==> src/rtl/secuenciador_rtc.sv <==
// Transaction sequencer for the RTC parallel bus: arbitrates init/write/read requests,
// walks 16-phase byte slots and drives the mode select, slot enables and bus strobes.
module secuenciador_rtc #(
   parameter int N_INIT     = 24,
   parameter int N_ESCRIBIR = 14,
   parameter int N_LEER     = 14
) (
   input  logic       reloj,
   input  logic       resetM,
   input  logic       req_escribir,
   input  logic       tick_lectura,
   output logic [1:0] Control,
   output logic       enable_cont_16,
   output logic       enable_cont_I,
   output logic       cs_n,
   output logic       wr_n,
   output logic       rd_n,
   output logic       ad,
   output logic       dato_capt,
   output logic       ocupado,
   output logic       init_hecho
);

   localparam logic [1:0] M_INIT  = 2'd0;
   localparam logic [1:0] M_ESC   = 2'd1;
   localparam logic [1:0] M_LEC   = 2'd2;
   localparam logic [1:0] M_REPOSO = 2'd3;

   localparam logic [4:0] ULT_INIT = 5'(N_INIT - 1);
   localparam logic [4:0] ULT_ESC  = 5'(N_ESCRIBIR - 1);
   localparam logic [4:0] ULT_LEC  = 5'(N_LEER - 1);

   typedef enum logic [1:0] {REPOSO, TRANSFER, FIN} estado_t;

   estado_t    estado, estado_sig;
   logic [3:0] fase, fase_sig;
   logic [4:0] indice, indice_sig;
   logic [1:0] modo, modo_sig;
   logic [4:0] ultimo;
   logic       pend_init, pend_esc, pend_lec;
   logic       conc_init, conc_esc, conc_lec, fin_init;

   logic [1:0] control_sig;
   logic       en16_sig, activo_sig, cs_sig, wr_sig, rd_sig, ad_sig, capt_sig;
   logic       ventana, impar, lectura;

   always_comb begin
      case (modo)
         M_INIT:  ultimo = ULT_INIT;
         M_ESC:   ultimo = ULT_ESC;
         default: ultimo = ULT_LEC;
      endcase
   end

   always_comb begin
      estado_sig = estado;
      fase_sig   = fase;
      indice_sig = indice;
      modo_sig   = modo;
      conc_init  = 1'b0;
      conc_esc   = 1'b0;
      conc_lec   = 1'b0;
      fin_init   = 1'b0;
      case (estado)
         REPOSO: begin
            // Fixed priority; user transactions wait until the RTC has been initialised.
            if (pend_init) begin
               conc_init = 1'b1;
               modo_sig  = M_INIT;
            end else if (init_hecho && pend_esc) begin
               conc_esc = 1'b1;
               modo_sig = M_ESC;
            end else if (init_hecho && pend_lec) begin
               conc_lec = 1'b1;
               modo_sig = M_LEC;
            end
            if (conc_init || conc_esc || conc_lec) begin
               estado_sig = TRANSFER;
               fase_sig   = 4'd0;
               indice_sig = 5'd0;
            end
         end
         TRANSFER: begin
            fase_sig = fase + 4'd1;
            if (fase == 4'd15) begin
               if (indice == ultimo) begin
                  estado_sig = FIN;
                  fin_init   = (modo == M_INIT);
               end else begin
                  indice_sig = indice + 5'd1;
               end
            end
         end
         FIN:     estado_sig = REPOSO;
         default: estado_sig = REPOSO;
      endcase
   end

   // Outputs are decoded from the next state so the registered strobes line up with the phase counter.
   always_comb begin
      activo_sig  = (estado_sig == TRANSFER);
      ventana     = (fase_sig >= 4'd3) && (fase_sig <= 4'd10);
      impar       = indice_sig[0];
      lectura     = (modo_sig == M_LEC);
      control_sig = activo_sig ? modo_sig : M_REPOSO;
      en16_sig    = activo_sig && (fase_sig == 4'd15);
      cs_sig      = !(activo_sig && (fase_sig >= 4'd1) && (fase_sig <= 4'd14));
      ad_sig      = activo_sig ? impar : 1'b1;
      wr_sig      = !(activo_sig && ventana && !(impar && lectura));
      rd_sig      = !(activo_sig && ventana && impar && lectura);
      capt_sig    = activo_sig && lectura && impar && (fase_sig == 4'd10);
   end

   always_ff @(posedge reloj) begin
      if (resetM) begin
         estado         <= REPOSO;
         fase           <= 4'd0;
         indice         <= 5'd0;
         modo           <= M_REPOSO;
         pend_init      <= 1'b1;
         pend_esc       <= 1'b0;
         pend_lec       <= 1'b0;
         Control        <= M_REPOSO;
         enable_cont_16 <= 1'b0;
         enable_cont_I  <= 1'b0;
         cs_n           <= 1'b1;
         wr_n           <= 1'b1;
         rd_n           <= 1'b1;
         ad             <= 1'b1;
         dato_capt      <= 1'b0;
         ocupado        <= 1'b0;
         init_hecho     <= 1'b0;
      end else begin
         estado         <= estado_sig;
         fase           <= fase_sig;
         indice         <= indice_sig;
         modo           <= modo_sig;
         pend_init      <= pend_init & ~conc_init;
         pend_esc       <= req_escribir | (pend_esc & ~conc_esc);
         pend_lec       <= tick_lectura | (pend_lec & ~conc_lec);
         Control        <= control_sig;
         enable_cont_16 <= en16_sig;
         enable_cont_I  <= activo_sig;
         cs_n           <= cs_sig;
         wr_n           <= wr_sig;
         rd_n           <= rd_sig;
         ad             <= ad_sig;
         dato_capt      <= capt_sig;
         ocupado        <= activo_sig;
         if (fin_init) init_hecho <= 1'b1;
      end
   end

endmodule

==> config.mk <==
export PLATFORM = sky130hd
export DESIGN_NAME = secuenciador_rtc
export DESIGN_NICKNAME = d
export VERILOG_FILES = /design/src/rtl/secuenciador_rtc.sv
export SDC_FILE = /design/constraint.sdc
export NUM_CORES = 1
export LEC_CHECK = 0
export BUFFER_PORTS_ARGS = -buffer_cell sky130_fd_sc_hd__buf_2
export CAP_MARGIN = 40
export CORE_UTILIZATION = 27
export DETAILED_ROUTE_END_ITERATION = 8
export HOLD_SLACK_MARGIN = 0.15
export PLACE_DENSITY = 0.4
export REMOVE_ABC_BUFFERS = 1
export SYNTH_ARGS = -nofsm -noshare
export SYNTH_HDL_FRONTEND = slang
export SYNTH_SLANG_ARGS = --single-unit
==> constraint.sdc <==
create_clock -name reloj -period 3.3 [get_ports reloj]
set_input_delay 0.66 -clock reloj [delete_from_list [all_inputs] [get_ports reloj]]
set_output_delay 0.66 -clock reloj [all_outputs]
set_load 0.02 [all_outputs]
-- Word level (Yosys, flattened, before mapping)
Index checks and enable logic that the tools add are counted.
- bits in registers: 26
- latch bits: 0
- memory bits (writable): 0
- memory bits (read-only): 0
- logic and storage cells: 97
- memories kept: 0
- add/subtract/negate cells: 2
- multipliers: 0
- div/mod/pow operators: 0
- magnitude comparators: 4
- equality and inequality tests: 10
- shift operators: 0
- multiplexer cells: 30
- bitwise logic cells: 9
- reductions and logical operators: 25
- operators by type and width (operator ; count):
    $mux 5 ; 4
    $mux 1 ; 15
    $logic_and 1x1->1 ; 14
    $mux 2 ; 7
    $eq 4x4->1 const B ; 3
    $pmux 5 s2 ; 1
    $le 4x4->1 const B ; 2
    $pmux 4 s2 ; 1
    $ne 2x2->1 const B ; 3
    $add 5x1->5 const B ; 1
    $eq 5x5->1 ; 1
    $add 4x1->4 const B ; 1
    $eq 2x1->1 const B ; 2
    $ge 4x1->1 const B ; 1
    $ge 4x2->1 const B ; 1
    $logic_not 1->1 ; 4
    $logic_not 2->1 ; 2
    $mux 4 ; 1
    $not 1->1 ; 4
    $pmux 2 s2 ; 1
    $reduce_and 4->1 ; 1
    $and 1x1->1 ; 3
    $eq 2x2->1 const B ; 1
    $logic_or 1x1->1 ; 2
    other kinds (3) ; 4

-- Longest topological paths before layout
Gate-level depths: netlist of the first run.
- depth in word-level cells: 14
- mapped depth: 6
- depth with buffers taken out: 6

-- Least setup slack after synthesis of the first run
No wires, ideal clock.
- kind: reg-to-reg
- from: register init_hecho
- to: register rd_n
- data arrival time: 1.687 ns
- path slack: 1.486 ns
- stages on the path, launching flop included: 6
- path through: dfxtp_1 buf_2 o21a_4 o21ai_0 a311o_2 or3b_1
- word-level cells in the longest chain between the ends: 14
- elaborated cells on any way between the ends: 30
- classes of those cells: order compare: 2; eq/ne: 2; mux: 17; reduce/logical: 9
- RTL lines (what ; line ; source):
    from (decl) ; 21 ; output logic init_hecho
    from (signal assigned) ; 132 ; init_hecho <= 1'b0;
    from (signal assigned) ; 150 ; if (fin_init) init_hecho <= 1'b1;
    $logic_and 1x1->1, on equally long branches ; 73, 70 ;
    $mux 1, on equally long branches ; 73, 70 ;
    $mux 1, on equally long branches ; 70, 67 ;
    $mux 1, on equally long branches ; 67, 64 ;
    $mux 1 / $logic_or 1x1->1 (equally long branches) ; 64, 77 ;
    $logic_or 1x1->1 ; 77 ; if (conc_init || conc_esc || conc_lec) begin
    $mux 4 ; 77 ;
    $pmux 4 s2 ; 64 ; case (estado)
    $ge 4x2->1 / $le 4x4->1 (equally long branches) ; 102 ; ventana = (fase_sig >= 4'd3) && (fase_sig <= 4'd10);
    $logic_and 1x1->1 ; 102 ;
    $logic_and 1x1->1 (2 in a row) ; 110 ; rd_sig = !(activo_sig && ventana && impar && lectura);
    $logic_and 1x1->1 * ; 110 ;
    $logic_not 1->1 * ; 110 ;
    to (signal assigned) ; 146 ; rd_n <= rd_sig;
    to (decl) ; 17 ; output logic rd_n,
Every way passes the cells marked *; elsewhere a longest branch is shown, timed or not. The select of a mux whose other input is x is not followed.
A chain may end at the register's enable or synchronous reset.

-- Worst setup path in the final report of the first run
- from: register fase[0]
- to: register rd_n
- word-level cells in the longest chain between the ends: 8
- elaborated cells on any way between the ends: 16
- classes of those cells: add/sub: 1; order compare: 2; eq/ne: 2; mux: 6; reduce/logical: 5
- RTL lines (what ; line ; source):
    from (decl) ; 36 ; logic [3:0] fase, fase_sig;
    from (signal assigned) ; 135 ; fase <= fase_sig;
    $add 4x1->4 (tied with other cells) ; 84 ; fase_sig = fase + 4'd1;
    $pmux 4 s2 / $mux 2 (equally long branches) ; 64, 85 ;
    $ge 4x2->1 (tied with other cells) ; 102 ;
    $logic_and 1x1->1 / $eq 2x1->1 (equally long branches) ; 102, 101 ;
    $logic_and 1x1->1 ; 110 ;
    $logic_and 1x1->1 * (2 in a row) ; 110 ;
    $logic_not 1->1 * ; 110 ;
Marks and branches as above.

==> results of run 1 <==
[area by class of cell]
class | count | share of cell area
clock buffers | 3 | 0.02799
inverters | 10 | 0.02545
multi-input cells | 111 | 0.4894
well taps | 67 | 0.05683
flip-flops and latches | 26 | 0.3528
repair buffers | 14 | 0.04750
[cells in the final DEF, fill, tap and decap left out, types with 2 or more instances in the layout]
cell	n
sky130_fd_sc_hd__mux2i_1	2
sky130_fd_sc_hd__ha_1	2
sky130_fd_sc_hd__buf_2	14
sky130_fd_sc_hd__o21a_1	2
sky130_fd_sc_hd__a21oi_1	11
sky130_fd_sc_hd__nand2_1	15
sky130_fd_sc_hd__o21ai_0	9
sky130_fd_sc_hd__and2_1	2
sky130_fd_sc_hd__or2_1	2
sky130_fd_sc_hd__nor4b_1	2
sky130_fd_sc_hd__nor2_1	11
sky130_fd_sc_hd__nand3_1	9
sky130_fd_sc_hd__clkbuf_8	3
sky130_fd_sc_hd__nor3b_1	2
sky130_fd_sc_hd__nand2b_1	6
sky130_fd_sc_hd__nor2b_1	3
sky130_fd_sc_hd__a31oi_1	2
sky130_fd_sc_hd__dfxtp_1	26
sky130_fd_sc_hd__inv_1	9
sky130_fd_sc_hd__nor3_1	2
sky130_fd_sc_hd__and3_1	4
sky130_fd_sc_hd__o211ai_1	3
[worst reg2reg max path: stages, from the launching register on]
cell	delay, ps
sky130_fd_sc_hd__dfxtp_1	500
sky130_fd_sc_hd__ha_1	320
sky130_fd_sc_hd__and3_1	270
sky130_fd_sc_hd__and2_1	250
sky130_fd_sc_hd__o21a_1	170
sky130_fd_sc_hd__nand3_1	120
sky130_fd_sc_hd__or3b_1	360
[sequential cells by signal, summed over array words and instances (netlist names)]
| name | count |
|---|---|
| estado | 2 |
| indice | 5 |
| pend_lec | 1 |
| wr_n | 1 |
| Control | 2 |
| pend_esc | 1 |
| ad | 1 |
| dato_capt | 1 |
| init_hecho | 1 |
| ocupado | 1 |
| modo | 2 |
| rd_n | 1 |
| fase | 4 |
| pend_init | 1 |
| enable_cont_16 | 1 |
| cs_n | 1 |
[power breakdown]
part           leakage, nW  total (W)  switching, W  internal (W)
clock               0.0216   0.000180     0.0000985     0.0000818
combinational        0.312  0.0000761     0.0000460     0.0000302
sequential           0.213   0.000344     0.0000167      0.000328
total                0.546   0.000601      0.000161      0.000439
[stage by stage]
stage | total power, W | hold slack (ps) | setup slack, ps
after floorplan | 0.0004024 | 451.6 | 1468
after global placement | 0.0004288 | 473.0 | 1286
after detailed placement | 0.0004277 | 480.9 | 1218
after CTS | 0.0006073 | 494.3 | 1203
after global routing | 0.0006356 | 521.8 | 1056
final | 0.0006005 | 492.8 | 1202
[kinds of logic (layout without fill, tap and decap cells)]
kind of cell	after synthesis	in the layout	share of synthesized area
fa+ha+maj	2	2	0.01881
buf+inv	18	27	0.06584
compound gates	41	41	0.2211
xor+xnor	2	2	0.01882
mux	3	3	0.03198
flops	26	26	0.3913
simple gates	63	63	0.2521
[final timing paths]
kind,startpoint,end,cells after the start
worst max-delay path,fase[0],rd_n,6
worst min-delay path,indice[4],indice[4],2
worst max register to register,fase[0],rd_n,6
worst min register to register,indice[4],indice[4],2
[routing by layer]
| metal | vias to the layer above | part of all wire | GRT usage |
|---|---|---|---|
| li1 | 569 | - | - |
| met1 | 504 | 0.52 | 0.1705 |
| met2 | 34 | 0.42 | 0.1817 |
| met3 | 5 | 0.041 | 0.01667 |
| met4 | 0 | 0.020 | 0.05882 |
| met5 | - | 0 | 0 |
==> out/results.md, run 1 <==
| Parameter | Reported | Unit |
|---|---|---|
| Post-synth EDFFs | 0 | - |
| Number of placed cells counting well taps | 228 | - |
| Crit Path Class | flip-flop to flip-flop | - |
| Utilization after layout | 0.3123 | - |
| Largest cells by area after synthesis | sky130_fd_sc_hd__dfxtp_1, sky130_fd_sc_hd__nand2_1, sky130_fd_sc_hd__a21oi_1, sky130_fd_sc_hd__nand3_1, sky130_fd_sc_hd__o21ai_0 | - |
| Final non-filler cell area | 1475 | um^2 |
| Flip-flop and latch count after synthesis | 26 | - |
| Routed wire per std cell | 12.65 | um |
| Crit path time final | 2098 | ps |
| Root Buffer | sky130_fd_sc_hd__clkbuf_8 | - |
| Largest net degree at the start of global routing | 14 | - |
| Setup-violating endpoint count in the final report | 0 | - |
| Post-Layout Cell Count | 231 | - |
| Port Buffers | 14 | - |
| Cell accounting for the most synthesized area | sky130_fd_sc_hd__dfxtp_1 | - |
| RSZ-0062 raised after global routing | false | - |
| Aggregate global routing overflow | 0 | - |
| Outcome | completed | - |
| Initial DRC count | 80 | - |
| Peak clock frequency supported by timing | 476.7 | MHz |
| Area share of the largest cell type after synthesis | 0.3913 | - |
| Highest fanout seen on the critical path | 11 | - |
| Power density cells | 407.1 | nW/um^2 |
| Number of clock buffers inserted by TritonCTS | 3 | - |
| Drt first pass iters | 4 | - |
| Mapped Cells | 155 | - |
| Worst hold-check path type | flip-flop to flip-flop | - |
| Count of clock tree sinks | 26 | - |
| Synth-to-layout area growth | 10.91 | % |
| Routed via count divided by cell count | 4.814 | - |
| Number of antenna violations at the first check in global routing | 0 | - |
| Worst Clk Skew | 4.515 | ps |
| Final count of pins violating max slew | 0 | - |
| Floorplan die height | 72.19 | um |
| Number of library cell types mapped by synthesis | 47 | - |
| Clock transition time at the flip-flop clock pins of the worst setup and hold paths | 90 | ps |
| Buffers & Inverters on Critical Path | 0 | - |
| Initial core utilization | 0.2816 | - |
| Setup tns final | 0 | ps |
| Hold-fix buffers, CTS | 0 | - |
| Total of warnings raised by yosys | 0 | - |
| Global-route wire length before repair | 4.885 | mm |
| Filler cell count in the final layout | 501 | - |
| Diodes inserted | 0 | - |
| CTS tree | done | - |
| Worst path max stage delay | 500 | ps |
| Residual antenna-violating net count after detailed routing | 0 | - |
| FP Rows | 25 | - |
| Least-Margin Pin Slew | 500.9 | ps |
| Total global-route track usage | 0.1212 | - |
| Number of global-route vias before repair | 1017 | - |
| Clk buf depth | 2 | - |
| Top cell family by delay on the critical path | simple AND/OR/NAND/NOR gates | - |
| Post-CTS setup-driven buffer insertion count | 0 | - |
| Final clock period utilization by the worst path | 0.6357 | - |
| Multi-input logic area | 721.9 | um^2 |
| FFs w/ async S/R, synth | 0 | - |
| Number of ports placed on the die boundary | 15 | - |
| Cell area after placement | 1434 | um^2 |
| Routability congestion estimate from global placement | 0.7979 | - |
| Arrival time of the worst setup path | 2250 | ps |
| Gates resized, CTS repair | 0 | - |
| CTS H-Tree Depth | 1 | - |
| Cell types with the highest counts after synthesis | sky130_fd_sc_hd__dfxtp_1, sky130_fd_sc_hd__nand2_1, sky130_fd_sc_hd__a21oi_1, sky130_fd_sc_hd__nor2_1 | - |
| Most common cell in the synthesized netlist | sky130_fd_sc_hd__dfxtp_1 | - |
| Share of final-layout standard cells stronger than drive strength 1 | 0.1646 | - |
| Endpoint required time on the critical path | 3460 | ps |
| Ordered cell list for the critical path | ha_1 > and3_1 > and2_1 > o21a_1 > nand3_1 > or3b_1 | - |
| Core area | 4723 | um^2 |
| Crit. End Element | flip-flop | - |
| Overall die area | 5211 | um^2 |
| Aggregate routed wire length | 2.923 | mm |
| Max-capacitance violation count | 0 | - |
| Hpwl dp | 2.190 | mm |
| Routed via count | 1112 | - |
| Insertion delay to the later sink of the worst-skew pair | 270 | ps |
| Seq/Total Area, Yosys | 0.3913 | - |
| Final number of hold-violating endpoints | 0 | - |
| Synth Area per Inst | 8.581 | um^2 |
| Die width | 72.19 | um |
| Post-synthesis instance area | 1330 | um^2 |
| Startpoint kind of the worst setup timing path | flip-flop | - |
| Primary flip-flop cell chosen by synthesis mapping | sky130_fd_sc_hd__dfxtp_1 | - |
| Rel. slew slack | 0.6656 | - |
| Slack of the worst reg-to-reg path | 1200 | ps |
| IR Drop Worst-Case VDD | 0.1422 | mV |
| Critical Path Slowest Stage Cell | sky130_fd_sc_hd__dfxtp_1 | - |
| Static Leak | 0.5464 | nW |
| Area taken by flip-flops and latches | 520.5 | um^2 |
| DRC violations left | 0 | - |
| Final layout net count | 172 | - |
(Power assumes the default switching activity.)
==> run 2: changes to the inputs <==
Settings changed: ABC_AREA set to 1.
Clock period 3.3 ns to 2.2 ns, I/O delays scaled along.
==> out/results.md, run 2 <==
| Parameter | Reported | Unit | Change |
|---|---|---|---|
| Outcome | completed | - | unchanged |
| Switching power of the nets | 0.0002669 | W | was 0.0001611 W |
| Cell Int Power | 0.0007800 | W | was 0.0004395 W |
| FFs w/ async S/R, synth | 0 | - | unchanged |
| Crit Path Class | flip-flop to flip-flop | - | unchanged |
| Worst Clk Skew | 1.368 | ps | was 4.515 ps |
| Arrival time of the worst setup path | 1760 | ps | was 2250 ps |
| Crit. End Element | flip-flop | - | unchanged |
| Register with the most flip-flops | indice | - | unchanged |
| Highest-count cells in the layout ignoring fill and taps | sky130_fd_sc_hd__nand2_1, sky130_fd_sc_hd__dfxtp_1, sky130_fd_sc_hd__inv_1 | - | was sky130_fd_sc_hd__dfxtp_1, sky130_fd_sc_hd__nand2_1, sky130_fd_sc_hd__buf_2 |
| Post-synthesis xor/xnor area fraction | 0.02057 | - | was 0.01881 |
| Setup ws final | 616.4 | ps | was 1202 ps |
| Hold-fix buffers, CTS | 0 | - | unchanged |
| CTS H-Tree Depth | 1 | - | unchanged |
| Final clock period utilization by the worst path | 0.7198 | - | was 0.6357 |
| Overall die area | 5011 | um^2 | was 5211 um^2 |
| Global-route wire length before repair | 4.850 | mm | was 4.885 mm |
| Routed via count divided by cell count | 4.588 | - | was 4.814 |
| Final layout net count | 193 | - | was 172 |
| Largest cells by area after synthesis | sky130_fd_sc_hd__dfxtp_1, sky130_fd_sc_hd__nand2_1, sky130_fd_sc_hd__nand3_1, sky130_fd_sc_hd__inv_1, sky130_fd_sc_hd__nor2_1 | - | was sky130_fd_sc_hd__dfxtp_1, sky130_fd_sc_hd__nand2_1, sky130_fd_sc_hd__a21oi_1, sky130_fd_sc_hd__nand3_1, sky130_fd_sc_hd__o21ai_0 |
| Port Buffers | 14 | - | unchanged |
| Main combinational cell family by area after synthesis | simple AND/OR/NAND/NOR gates | - | unchanged |
| Number of flip-flops in the largest register | 5 | - | unchanged |
| Gates resized, CTS repair | 0 | - | unchanged |
| Routability congestion estimate from global placement | 0.7212 | - | was 0.7979 |
| Initial DRC count | 54 | - | was 80 |
| Filler cell count in the final layout | 490 | - | was 501 |
| Seq/Total Area, Yosys | 0.4074 | - | was 0.3913 |
| Most common cell in the synthesized netlist | sky130_fd_sc_hd__nand2_1 | - | was sky130_fd_sc_hd__dfxtp_1 |
| Power share of the sequential group | 0.485 | - | was 0.573 |
| Post-synth EDFFs | 0 | - | unchanged |
| Logic gate share of total power | 0.132 | - | was 0.127 |
| DRC violations left | 0 | - | unchanged |
| Routed wire per std cell | 11.42 | um | was 12.65 um |
| Crit path time final | 1584 | ps | was 2098 ps |
| Power density cells | 713.3 | nW/um^2 | was 407.1 nW/um^2 |
| Count of clock tree sinks | 26 | - | unchanged |
| Number of antenna violations at the first check in global routing | 0 | - | unchanged |
| Clock transition time at the flip-flop clock pins of the worst setup and hold paths | 100 | ps | was 90 ps |
| Initial core utilization | 0.2874 | - | was 0.2816 |
| Final number of hold-violating endpoints | 0 | - | unchanged |
| Core area | 4444 | um^2 | was 4723 um^2 |
| Area fraction in and, or, nand and nor cells after synthesis | 0.3732 | - | was 0.2521 |
| Share of total power consumed by net switching | 0.2549 | - | was 0.2682 |
| Root Buffer | sky130_fd_sc_hd__clkbuf_8 | - | unchanged |
| Number of ports placed on the die boundary | 15 | - | unchanged |
| Residual antenna-violating net count after detailed routing | 0 | - | unchanged |
| RSZ-0062 raised after global routing | false | - | unchanged |
| Drt first pass iters | 4 | - | unchanged |
| Endpoint required time on the critical path | 2370 | ps | was 3460 ps |
| Total of warnings raised by yosys | 0 | - | unchanged |
| Post-CTS setup-driven buffer insertion count | 0 | - | unchanged |
| Clock share of power | 0.383 | - | was 0.300 |
| Synth-to-layout area growth | 14.89 | % | was 10.91% |
| Biggest registers after layout | indice x5, fase x4 | - | unchanged |
| Hpwl dp | 2.163 | mm | was 2.190 mm |
| Mapped Cells | 171 | - | was 155 |
| Number of global-route vias before repair | 1096 | - | was 1017 |
| Rel. slew slack | 0.7647 | - | was 0.6656 |
| Share of final-layout standard cells stronger than drive strength 1 | 0.2204 | - | was 0.1646 |
| Setup tns final | 0 | ps | unchanged |
| Aggregate global routing overflow | 0 | - | unchanged |
| Compound-Gate Fraction of Synth Area | 0.09403 | - | was 0.2211 |
| Flip-flop and latch count after synthesis | 26 | - | unchanged |
| Post-synthesis adder-cell area fraction | 0.01959 | - | was 0.01881 |
| Area share of the largest cell type after synthesis | 0.4074 | - | was 0.3913 |
| Routed via count | 1092 | - | was 1112 |
| FP Rows | 24 | - | was 25 |
| Number of library cell types mapped by synthesis | 30 | - | was 47 |
| Highest fanout seen on the critical path | 8 | - | was 11 |
| Least-Margin Pin Slew | 352.9 | ps | was 500.9 ps |
| Commonest non-fill, non-tap cell in the layout | sky130_fd_sc_hd__nand2_1 | - | was sky130_fd_sc_hd__dfxtp_1 |
| Floorplan die height | 70.79 | um | was 72.19 um |
| IR Drop Worst-Case VDD | 0.3490 | mV | was 0.1422 mV |
| Startpoint kind of the worst setup timing path | flip-flop | - | unchanged |
| Synth Area per Inst | 7.471 | um^2 | was 8.581 um^2 |
| Share of cell area taken by muxes after synthesis | 0 | - | was 0.03198 |
| Worst hold-check path type | input pin to flip-flop | - | was flip-flop to flip-flop |
| Insertion delay to the later sink of the worst-skew pair | 270 | ps | about the same |
| Utilization after layout | 0.3302 | - | was 0.3123 |
| Die width | 70.79 | um | was 72.19 um |
| Final non-filler cell area | 1468 | um^2 | was 1475 um^2 |
| CTS tree | done | - | unchanged |
| Cell types with the highest counts after synthesis | sky130_fd_sc_hd__nand2_1, sky130_fd_sc_hd__dfxtp_1, sky130_fd_sc_hd__inv_1 | - | was sky130_fd_sc_hd__dfxtp_1, sky130_fd_sc_hd__nand2_1, sky130_fd_sc_hd__a21oi_1, sky130_fd_sc_hd__nor2_1 |
| Number of clock buffers inserted by TritonCTS | 3 | - | unchanged |
| Setup-violating endpoint count in the final report | 0 | - | unchanged |
| Diodes inserted | 0 | - | unchanged |
| Post-synthesis instance area | 1277 | um^2 | was 1330 um^2 |
| Aggregate routed wire length | 2.718 | mm | was 2.923 mm |
| Largest net degree at the start of global routing | 16 | - | was 14 |
| Static Leak | 0.6720 | nW | was 0.5464 nW |
| Cell accounting for the most synthesized area | sky130_fd_sc_hd__dfxtp_1 | - | unchanged |
| Smallest hold slack | 375.6 | ps | was 492.8 ps |
| Peak clock frequency supported by timing | 631.5 | MHz | was 476.7 MHz |
| Cell area after placement | 1396 | um^2 | was 1434 um^2 |
| Clk buf depth | 2 | - | unchanged |
| Final count of pins violating max slew | 0 | - | unchanged |
| Max-capacitance violation count | 0 | - | unchanged |
| Total global-route track usage | 0.1197 | - | was 0.1212 |
| Primary flip-flop cell chosen by synthesis mapping | sky130_fd_sc_hd__dfxtp_1 | - | unchanged |
| DP Worst Slack | 616.4 | ps | was 1218 ps |
[run 2: cell count changes after synthesis, sizes merged, moves of 4 or more]
cell,previous run,this run
nor2,12,18
nand2,15,49
inv,10,24
and3,4,0
nand2b,6,0
buf,7,2
nand4,0,7
o21ai,9,4
nand3,9,17
[run 2: area by class of cell]
| type | instances | area (um^2) | area share |
|---|---|---|---|
| multi-input combinational | 118 | 648.1 | 0.4416 |
| tap | 52 | 65.06 | 0.04433 |
| sequential | 26 | 520.5 | 0.3546 |
| clock buffer | 3 | 41.29 | 0.02813 |
| clock inverter | 1 | 30.03 | 0.02046 |
| timing repair buffer | 14 | 70.07 | 0.04774 |
| inverter | 24 | 92.59 | 0.06309 |
[run 2: final timing paths]
| path | slack [ps] | startpoint | to | depth (start not counted) |
|---|---|---|---|---|
| worst min-delay path | 380 | req_escribir | pend_esc | 3 |
| worst max-delay path | 620 | fase[0] | enable_cont_16 | 9 |
| worst min register to register | 480 | pend_lec | pend_lec | 2 |
| worst max register to register | 620 | fase[0] | enable_cont_16 | 9 |
[run 2: worst max-delay path, stage by stage, from the launching register on]
cell	delay [ps]
sky130_fd_sc_hd__dfxtp_1	420
sky130_fd_sc_hd__ha_1	220
sky130_fd_sc_hd__nand2_2	80
sky130_fd_sc_hd__nor2_4	160
sky130_fd_sc_hd__inv_2	70
sky130_fd_sc_hd__nor2_4	110
sky130_fd_sc_hd__nand3_4	100
sky130_fd_sc_hd__nand2_4	90
sky130_fd_sc_hd__a21oi_4	80
sky130_fd_sc_hd__nor2b_1	150
[run 2: layer usage]
layer / global-route usage / part of all wire
met1: 0.1522 / 0.48
met2: 0.2073 / 0.48
met3: 0.02564 / 0.031
met4: 0.02889 / 0.0063
met5: 0 / 0
[run 2: power groups by stage]
| stage | registers (W) | clock network [W] | logic (W) |
|---|---|---|---|
| 5_1_grt | 0.000511 | 0.000431 | 0.000157 |
| 6_report | 0.000508 | 0.000401 | 0.000138 |
| 3_3_place_gp | 0.000519 | 0 | 0.000142 |
| 4_1_cts | 0.000508 | 0.000418 | 0.000142 |
| 3_5_place_dp | 0.000519 | 0 | 0.000141 |
| 2_1_floorplan | 0.000532 | 0 | 0.0000851 |
[run 2: cells by family after synthesis]
logic type / Yosys count
DFF: 26
AOI/OAI and AO/OA: 18
buffers and inverters: 27
and+or+nand+nor: 95
adders and majority gates: 2
xor gates and xnor gates: 3
[run 2: per-stage QoR]
stage               power [W]  std cells
finish               0.001047        238
global route         0.001099        238
CTS                  0.001068        238
detailed placement  0.0006603        234
global placement    0.0006608        234
floorplan           0.0006170        168
==> run 3: changes to the inputs <==
Settings changed: PLACE_DENSITY 0.4 to 0.42.
Clock period 2.2 ns to 1.4 ns, I/O delays scaled along.
==> out/results.md, run 3 (same netlist as run 2, synthesis figures left out) <==
| Parameter | Reported | Unit | Change |
|---|---|---|---|
| CTS tree | done | - | unchanged |
| Final clock period utilization by the worst path | 0.9905 | - | was 0.7198 |
| Insertion delay to the later sink of the worst-skew pair | 270 | ps | about the same |
| Rel. slew slack | 0.7690 | - | was 0.7647 |
| Share of total power consumed by net switching | 0.2764 | - | was 0.2549 |
| Total global-route track usage | 0.1224 | - | was 0.1197 |
| Clock share of power | 0.311 | - | was 0.383 |
| Share of final-layout standard cells stronger than drive strength 1 | 0.4020 | - | was 0.2204 |
| Critical Path Slowest Stage Cell | sky130_fd_sc_hd__dfxtp_2 | - | was sky130_fd_sc_hd__dfxtp_1 |
| Number of flip-flops in the largest register | 5 | - | unchanged |
| Initial DRC count | 65 | - | was 54 |
| Startpoint of the worst setup timing path | fase[1] | - | was fase[0] |
| Final layout net count | 206 | - | was 193 |
| Max-capacitance violation count | 0 | - | unchanged |
| Drt first pass iters | 4 | - | unchanged |
| Power density cells | 956.9 | nW/um^2 | was 713.3 nW/um^2 |
| Crit. End Element | flip-flop | - | unchanged |
| Cell Int Power | 0.001137 | W | was 0.0007800 W |
| DRC violations left | 0 | - | unchanged |
| Count of clock tree sinks | 26 | - | unchanged |
| Power share of the sequential group | 0.510 | - | was 0.485 |
| Number of global-route vias before repair | 1088 | - | was 1096 |
| Diodes inserted | 0 | - | unchanged |
| Initial core utilization | 0.2874 | - | unchanged |
| Final number of hold-violating endpoints | 0 | - | unchanged |
| Outcome | completed | - | unchanged |
| Number of placed cells counting well taps | 242 | - | was 234 |
| Routed via count divided by cell count | 4.598 | - | was 4.588 |
| CTS H-Tree Depth | 1 | - | unchanged |
| Number of ports placed on the die boundary | 15 | - | unchanged |
| Register with the most flip-flops | indice | - | unchanged |
| Root Buffer | sky130_fd_sc_hd__clkbuf_8 | - | unchanged |
| Biggest registers after layout | indice x5, fase x4 | - | unchanged |
| Synth-to-layout area growth | 28.50 | % | was 14.89% |
| Overall power consumption | 0.001571 | W | was 0.001047 W |
| Floorplan die height | 70.79 | um | unchanged |
| Routed via count | 1154 | - | was 1092 |
| Utilization after layout | 0.3694 | - | was 0.3302 |
| Final non-filler cell area | 1642 | um^2 | was 1468 um^2 |
| Routed wire per std cell | 11.36 | um | was 11.42 um |
| Residual antenna-violating net count after detailed routing | 0 | - | unchanged |
| Highest fanout seen on the critical path | 8 | - | unchanged |
| Aggregate routed wire length | 2.851 | mm | was 2.718 mm |
| Worst path max stage delay | 370 | ps | was 420 ps |
| Hold-fix buffers, CTS | 0 | - | unchanged |
| Critical path endpoint | ocupado | - | was enable_cont_16 |
| Highest-count cells in the layout ignoring fill and taps | sky130_fd_sc_hd__nand2_1, sky130_fd_sc_hd__dfxtp_1, sky130_fd_sc_hd__inv_1 | - | unchanged |
| Endpoint required time on the critical path | 1570 | ps | was 2370 ps |
| Number of antenna violations at the first check in global routing | 0 | - | unchanged |
| Cell area after placement | 1456 | um^2 | was 1396 um^2 |
| Commonest non-fill, non-tap cell in the layout | sky130_fd_sc_hd__nand2_1 | - | unchanged |
| Die width | 70.79 | um | unchanged |
| Aggregate global routing overflow | 0 | - | unchanged |
| Filler cell count in the final layout | 484 | - | was 490 |
| Largest net degree at the start of global routing | 16 | - | unchanged |
| Smallest hold slack | 217.9 | ps | was 375.6 ps |
| Least-Margin Pin Slew | 346.5 | ps | was 352.9 ps |
| Arrival time of the worst setup path | 1550 | ps | was 1760 ps |
| Overall die area | 5011 | um^2 | unchanged |
| Setup-violating endpoint count in the final report | 0 | - | unchanged |
| Crit Path Class | flip-flop to flip-flop | - | unchanged |
| Peak clock frequency supported by timing | 721.1 | MHz | was 631.5 MHz |
| FP Rows | 24 | - | unchanged |
| Worst hold-check path type | input pin to flip-flop | - | unchanged |
| R2R depth | 9 | - | unchanged |
| Post-Layout Cell Count | 251 | - | was 238 |
| RSZ-0062 raised after global routing | true | - | was false |
| Clock transition time at the flip-flop clock pins of the worst setup and hold paths | 100 | ps | about the same |
| Routability congestion estimate from global placement | 0.8047 | - | was 0.7212 |
| Worst Clk Skew | 13.96 | ps | was 1.368 ps |
| Reg2Reg Launch Point | fase[1] | - | was fase[0] |
| IR Drop Worst-Case VDD | 0.5262 | mV | was 0.3490 mV |
| Final count of pins violating max slew | 0 | - | unchanged |
| Static Leak | 0.7615 | nW | was 0.6720 nW |
| Ordered cell list for the critical path | ha_4 > nand2_4 > nor2_4 > inv_2 > nor2_4 > nand3_4 > nand2_4 > a21oi_4 > buf_4 | - | was ha_1 > nand2_2 > nor2_4 > inv_2 > nor2_4 > nand3_4 > nand2_4 > a21oi_4 > nor2b_1 |
| Logic gate share of total power | 0.179 | - | was 0.132 |
| Slack of the worst reg-to-reg path | 10 | ps | was 620 ps |
| Port Buffers | 14 | - | unchanged |
| Number of clock buffers inserted by TritonCTS | 3 | - | unchanged |
| Crit path time final | 1387 | ps | was 1584 ps |
| Core area | 4444 | um^2 | unchanged |
| Global-route wire length before repair | 4.816 | mm | was 4.850 mm |
| Endpoint of the worst-slack reg-to-reg timing path | ocupado | - | was enable_cont_16 |
| Clk buf depth | 2 | - | unchanged |
| Startpoint kind of the worst setup timing path | flip-flop | - | unchanged |
| Worst hold start | req_escribir | - | unchanged |
| Switching power of the nets | 0.0004342 | W | was 0.0002669 W |
| Hpwl dp | 2.108 | mm | was 2.163 mm |
## run 3: worst max-delay path, delay by kind of cell (launching register included)
kind,cells,cell delay (ps)
compound gates,1,90
fa+ha+maj,1,160
buf+inv,2,210
flops,1,370
simple gates,5,450
## run 3: worst min path at each step
stage / end / slack, ps / depth (start not counted)
floorplan: estado[0] / 350 / 1
global placement: init_hecho / 480 / 2
detailed placement: pend_lec / 470 / 2
CTS: pend_esc / 210 / 3
global route: pend_lec / 230 / 3
finish: pend_esc / 220 / 3
## run 3: layer usage
| layer | global-route usage | part of all wire | vias up |
|---|---|---|---|
| li1 | - | - | 606 |
| met3 | 0.02564 | 0.031 | 4 |
| met4 | 0.05111 | 0.018 | 0 |
| met1 | 0.1580 | 0.48 | 526 |
| met5 | 0 | 0 | - |
| met2 | 0.1987 | 0.47 | 18 |
## run 3: cell type report
cell class / count / area (um^2) / share of cell area
multi-input combinational: 118 / 729.5 / 0.4444
sequential: 26 / 529.3 / 0.3224
timing repair buffer: 27 / 167.7 / 0.1021
inverter: 24 / 95.09 / 0.05793
tap: 52 / 65.06 / 0.03963
clock buffer: 4 / 55.05 / 0.03354
## run 3: what timing repair did
item | CTS | global route
buffers inserted | 0 | 5
setup endpoints to repair | 11 | 14
pin swaps | 5 | 14
cloned | 0 | 0
resized for setup | 7 | 24
## run 3: metrics by stage
stage,TNS [ps],worst slack [ps]
2_1_floorplan,-28.42,-28.42
3_5_place_dp,-101.5,-29.20
5_1_grt,-612.0,-83.61
3_3_place_gp,-15.32,-6.934
6_report,0,13.26
4_1_cts,-5.239,-5.239
## run 3: power groups by stage
stage	Combinational (W)	Clock [W]	Sequential, W
2_1_floorplan	0.000134	0	0.000836
3_3_place_gp	0.000244	0	0.000813
3_5_place_dp	0.000244	0	0.000814
4_1_cts	0.000248	0.000508	0.000800
5_1_grt	0.000313	0.000542	0.000808
6_report	0.000281	0.000488	0.000802
